## config.mk

```make
export PLATFORM = sky130hd
export DESIGN_NAME = dac_sweep_ctrl
export DESIGN_NICKNAME = d
export VERILOG_FILES = /design/src/rtl/dac_pkg.sv /design/src/rtl/dwell_timer.sv /design/src/rtl/dac_sweep_ctrl.sv
export SDC_FILE = /design/constraint.sdc
export NUM_CORES = 1
export LEC_CHECK = 0
export BUFFER_PORTS_ARGS = -buffer_cell sky130_fd_sc_hd__buf_4
export CORE_MARGIN = 2
export CORE_UTILIZATION = 52
export DETAILED_ROUTE_END_ITERATION = 10
export GPL_ROUTABILITY_DRIVEN = 0
export GPL_TIMING_DRIVEN = 0
export PLACE_DENSITY = 0.75
export SLEW_MARGIN = 15
export SYNTH_ARGS = -nofsm -noshare
export SYNTH_HDL_FRONTEND = slang
export SYNTH_SLANG_ARGS = --single-unit
```

## constraint.sdc

```tcl
create_clock -name clk_i -period 5.9 [get_ports clk_i]
set_input_delay 0.295 -clock clk_i [delete_from_list [all_inputs] [get_ports clk_i]]
set_output_delay 0.295 -clock clk_i [all_outputs]
set_load 0.005 [all_outputs]
```

## src/rtl/dac_pkg.sv

```systemverilog
// rtl/dac_pkg.sv - shared constants, state encoding and code helper for the DAC sweep controller
package dac_pkg;

    localparam int CODE_W = 12;

    localparam logic [3:0] CTRL_A = 4'b0011;
    localparam logic [3:0] CTRL_B = 4'b1011;

    typedef enum logic [2:0] {
        ST_IDLE,
        ST_SEND,
        ST_WAIT_EOW,
        ST_DWELL,
        ST_DONE
    } state_t;

    // 13-bit sum so a step near the top of the range cannot wrap past 4095
    function automatic logic [CODE_W-1:0] next_code(
        input logic [CODE_W-1:0] cur,
        input logic [CODE_W-1:0] step,
        input logic [CODE_W-1:0] stop
    );
        logic [CODE_W:0] sum;
        sum = {1'b0, cur} + {1'b0, step};
        if (sum > {1'b0, stop}) begin
            return stop;
        end
        return sum[CODE_W-1:0];
    endfunction

endpackage

```

## src/rtl/dwell_timer.sv

```systemverilog
// rtl/dwell_timer.sv - loadable down-counter that stops at zero and flags it
module dwell_timer #(
    parameter int Width = 29
) (
    input  logic             clk,
    input  logic             rst,
    input  logic             load,
    input  logic [Width-1:0] value,
    output logic             zero
);

    logic [Width-1:0] count;

    always_ff @(posedge clk) begin
        if (rst) begin
            count <= '0;
        end else if (load) begin
            count <= value;
        end else if (count != '0) begin
            count <= count - Width'(1);
        end
    end

    assign zero = (count == '0);

endmodule

```

## src/rtl/dac_sweep_ctrl.sv

```systemverilog
// rtl/dac_sweep_ctrl.sv - steps a DAC code from start to stop, one SPI write plus dwell per point
module dac_sweep_ctrl
    import dac_pkg::*;
#(
    parameter int         Width = 29,
    parameter logic [3:0] CtrlA = CTRL_A,
    parameter logic [3:0] CtrlB = CTRL_B
) (
    input  logic              clk_i,
    input  logic              rst_i,
    input  logic              start_i,
    input  logic              abort_i,
    input  logic              eow_i,
    input  logic              chsel_i,
    input  logic [CODE_W-1:0] code_start_i,
    input  logic [CODE_W-1:0] code_stop_i,
    input  logic [CODE_W-1:0] step_i,
    input  logic [Width-1:0]  dwell_i,
    output logic              strw_o,
    output logic [15:0]       din_o,
    output logic [CODE_W-1:0] code_o,
    output logic              busy_o,
    output logic              done_o
);

    state_t            state, state_nxt;
    logic              chsel_q;
    logic [CODE_W-1:0] stop_q, step_q, code_q, code_nxt;
    logic [Width-1:0]  dwell_q;
    logic              abort_q;
    logic              timer_load, timer_zero;
    logic              accept;
    logic [3:0]        ctrl_sel;

    dwell_timer #(.Width(Width)) u_dwell_timer (
        .clk   (clk_i),
        .rst   (rst_i),
        .load  (timer_load),
        .value (dwell_q),
        .zero  (timer_zero)
    );

    // abort beats a simultaneous start
    assign accept   = (state == ST_IDLE) && start_i && !abort_i;
    assign ctrl_sel = ((state == ST_IDLE) ? chsel_i : chsel_q) ? CtrlB : CtrlA;

    always_comb begin
        state_nxt  = state;
        code_nxt   = code_q;
        timer_load = 1'b0;
        case (state)
            ST_IDLE: begin
                if (accept) begin
                    state_nxt = ST_SEND;
                    code_nxt  = code_start_i;
                end
            end
            ST_SEND: begin
                state_nxt = abort_i ? ST_IDLE : ST_WAIT_EOW;
            end
            ST_WAIT_EOW: begin
                // the frame in flight always completes; abort only acts at its end
                if (eow_i) begin
                    timer_load = 1'b1;
                    state_nxt  = (abort_i || abort_q) ? ST_IDLE : ST_DWELL;
                end
            end
            ST_DWELL: begin
                if (abort_i) begin
                    state_nxt = ST_IDLE;
                end else if (timer_zero) begin
                    if (code_q >= stop_q) begin
                        state_nxt = ST_DONE;
                    end else begin
                        state_nxt = ST_SEND;
                        code_nxt  = next_code(code_q, step_q, stop_q);
                    end
                end
            end
            ST_DONE: begin
                state_nxt = ST_IDLE;
            end
            default: begin
                state_nxt = ST_IDLE;
            end
        endcase
    end

    always_ff @(posedge clk_i) begin
        if (rst_i) begin
            state   <= ST_IDLE;
            chsel_q <= 1'b0;
            stop_q  <= '0;
            step_q  <= '0;
            dwell_q <= '0;
            code_q  <= '0;
            abort_q <= 1'b0;
            strw_o  <= 1'b0;
            done_o  <= 1'b0;
            busy_o  <= 1'b0;
            din_o   <= 16'h0000;
        end else begin
            state   <= state_nxt;
            code_q  <= code_nxt;
            abort_q <= (state == ST_WAIT_EOW) && !eow_i && (abort_q || abort_i);
            strw_o  <= (state_nxt == ST_SEND);
            done_o  <= (state_nxt == ST_DONE);
            busy_o  <= (state_nxt != ST_IDLE);
            if (accept) begin
                chsel_q <= chsel_i;
                stop_q  <= code_stop_i;
                step_q  <= (step_i == '0) ? CODE_W'(1) : step_i;
                dwell_q <= dwell_i;
            end
            if (state_nxt == ST_SEND) begin
                din_o <= {ctrl_sel, code_nxt};
            end
        end
    end

    assign code_o = code_q;

endmodule

```

==> flow_summary.yaml <==
drt:
  dr.first_iter.drc_count: 473
  drt-total-wl_um: 16830
  wire_per_inst_um: 16.88
  vias_per_cell: 5.724
  ant_nets: 0
  drtPass1Iterations: 5
  drc: 0
  vias: 5707
yosys:
  yosysTopAreaCellShare_pct: 39.66
  yosysUniqueCellTypes: 57
  synth.area.top_cells: "dfxtp_1 40%, nand2_1 10%, a21oi_1 8.5%"
  syn_inst: 726
  synth_area_leader_cell: "dfxtp_1"
  synth_area_mm2: 0.005856
  synthFlopType: "dfxtp_1"
  yosysSeqAreaShare_pct: 39.66
  synthArstFlopShare_pct: 0
  ys_warn_count: 0
  syn_area_per_cell_um2: 8.066
  syn-num-nets: 835
  synth-seq-cells: 116
  synth_edf_count: 0
clock_network:
  insertion_delay_ps: 420
  clk_pin_slew_ps: 50
  cts_resized: 0
  cts_buffers: 17
  hold_buffers: 0
  clock_path_buffers: 2
  clkSinkCount: 116
  post_cts_buffers: 0
  htreeDepth: 4
  cts_tree: "done"
  root_buffer: "clkbuf_16"
placed_design:
  io_buffer_count: 100
  place_area_mm2: 0.006782
  dpl.hpwl_um: 12220
  dp_slack_ps: 1247
floorplanning:
  core_area_mm2: 0.01094
  io_pins: 102
  start_util_pct: 53.55
  dieArea_mm2: 0.01213
  num_rows: 38
  die_h_um: 110.1
  die_x_um: 110.1
power_and_ir_drop:
  p_comb_share_pct: 30.9
  ir_drop_uv: 306.0
  power.internal_uw: 1859
  power.total_uw: 2781
  p_seq_share_pct: 35.2
  leakage_uw: 0.003081
  power_density_mw_per_mm2: 379.7
  clkPwrFrac_pct: 34.0
  p_sw_share_pct: 33.14
  netSwitchingPower_uw: 921.7
timing:
  hold_violations: 0
  timing.fmax_mhz: 207.0
  rsz0062_at_grt: "false"
  skew_ps: 7.397
  post-route-period-util_pct: 81.87
  slew_violations: 0
  worstMarginPinSlew_ps: 756.0
  period_needed_ps: 4830
  max_slew_margin_pct: 49.60
  setup_ws_ps: 1070
  fin_setup_tns_ps: 0
  setup_viol: 0
final_layout:
  finalNetCount: 954
  final_util_pct: 66.98
  layout-drive-gt1-share_pct: 17.74
  syn_to_final_growth_pct: 25.09
  mostFrequentLayoutCells: "160 x nand2_1, 116 x dfxtp_1, 102 x buf_4"
  antenna_cells: 0
  multiInputGateArea_mm2: 0.003294
  seq_area_mm2: 0.002322
  final_common_cell: "nand2_1"
  post-route-cell-area_mm2: 0.007325
  fill_cells: 922
run:
  drv_cap: 0
setup_path:
  crit_arrival_ps: 5110
  critPathMaxFanout: 10
  critPathKind: "reg -> reg"
  cp-start-kind: "flop"
  worstRegToRegCells: 14
  required_ps: 6180
  cp-end-kind: "flop"
grt:
  grt_pass1_vias: 5420
  grt_start_max_net_pins: 17
  grt.overflow.total: 0
  grt_usage_pct: 29.22
  antenna_found_initial: 0
  grt_pass1_wl_um: 26720
hold_path:
  whs_path_depth: 2
  hold_class: "in -> reg"
outcome:
  status: "complete, no violations"
power groups by stage:
stage               logic, uW  registers (uW)  clock network [uW]
finish                    858             978                 945
detailed placement        834             989                   0
global placement          809             983                   0
CTS                       851             975                 943
global route              961             990                 982
floorplan                 643             967                   0
sequential cells by signal, summed over array words and instances, names as in the netlist:
register	flops
chsel_q	1
done_o	1
din_o	14
busy_o	1
code_o	12
u_dwell_timer.count	29
dwell_q	29
strw_o	1
abort_q	1
step_q	12
state	3
stop_q	12
metrics by stage:
step | hold WS (ps) | std cells
5_1_grt | 91.39 | 997
3_3_place_gp | 442.9 | 966
3_5_place_dp | 446.6 | 966
6_report | 88.64 | 997
4_1_cts | 84.76 | 997
2_1_floorplan | 371.9 | 726
cell type report:
type	count	share of cell area, %
clock buffers	27	7.140
clock inverters	4	0.2733
multi-input cells	550	44.98
inverters	22	1.196
repair buffers	100	10.25
plain buffers	38	2.067
well taps	140	2.392
flip-flops and latches	116	31.70
critical path, stage by stage (launching register included):
cell,delay (ps)
dfxtp_1,430
ha_1,340
a2111oi_0,660
a21boi_0,370
o21bai_1,120
a21oi_1,190
xnor2_1,180
ha_1,280
nand3_1,140
nor4_1,90
o31ai_1,490
clkbuf_1,570
mux2_2,420
a22oi_1,300
a21oi_1,110
worst paths after layout:
check | start | endpoint | slack, ps
hold / removal | rst_i | state[0]$_SDFF_PP0_ | 90
setup reg to reg | code_o[4]$_SDFF_PP0_ | code_o[4]$_SDFF_PP0_ | 1070
setup / recovery | code_o[4]$_SDFF_PP0_ | code_o[4]$_SDFF_PP0_ | 1070
hold reg to reg | stop_q[1]$_SDFFE_PP0P_ | stop_q[1]$_SDFFE_PP0P_ | 460
cells in the mapped netlist, types with 2 or more instances:
master / count
or4_1: 3
nor4_4: 2
and3_1: 2
o21bai_1: 2
clkbuf_1: 32
nor3_1: 25
nand4_1: 3
mux2i_1: 2
buf_4: 2
buf_1: 3
or3_1: 3
a211oi_1: 13
o31ai_1: 2
nand3b_1: 4
ha_1: 37
a21oi_1: 100
a31oi_1: 6
nor4_1: 8
xnor2_1: 17
o21ai_0: 10
nand2_1: 160
o211ai_1: 3
inv_1: 21
o21a_1: 2
mux2_2: 11
nor2b_1: 7
a22oi_1: 22
xor2_1: 13
a211o_1: 3
nand2b_1: 4
dfxtp_1: 116
a2111oi_0: 2
a21o_1: 4
nor2_1: 45
nand3_1: 15
per-layer routing:
layer  up-vias  part of all wire, %  GRT usage [%]
met2       218                   45          44.70
met5         -                    0              0
met4         0                  2.3          11.25
li1       2780                    -              -
met1      2676                   45          40.25
met3        33                  7.6          6.467
logic make-up (layout without fill, tap and decap cells):
kind of cell / count (synthesis) / count (layout) / share of synthesized area (%)
AND/OR/NAND/NOR: 291 / 291 / 22.76
adder cells (fa/ha/maj): 38 / 38 / 8.248
XOR/XNOR: 30 / 30 / 4.487
flip-flops: 116 / 116 / 39.66
multiplexers: 13 / 13 / 2.457
other: 1 / 1 / 0.06404
AO/OA/AOI/OAI: 177 / 177 / 18.25
buffers and inverters: 60 / 191 / 4.081
(Power assumes the default switching activity.)
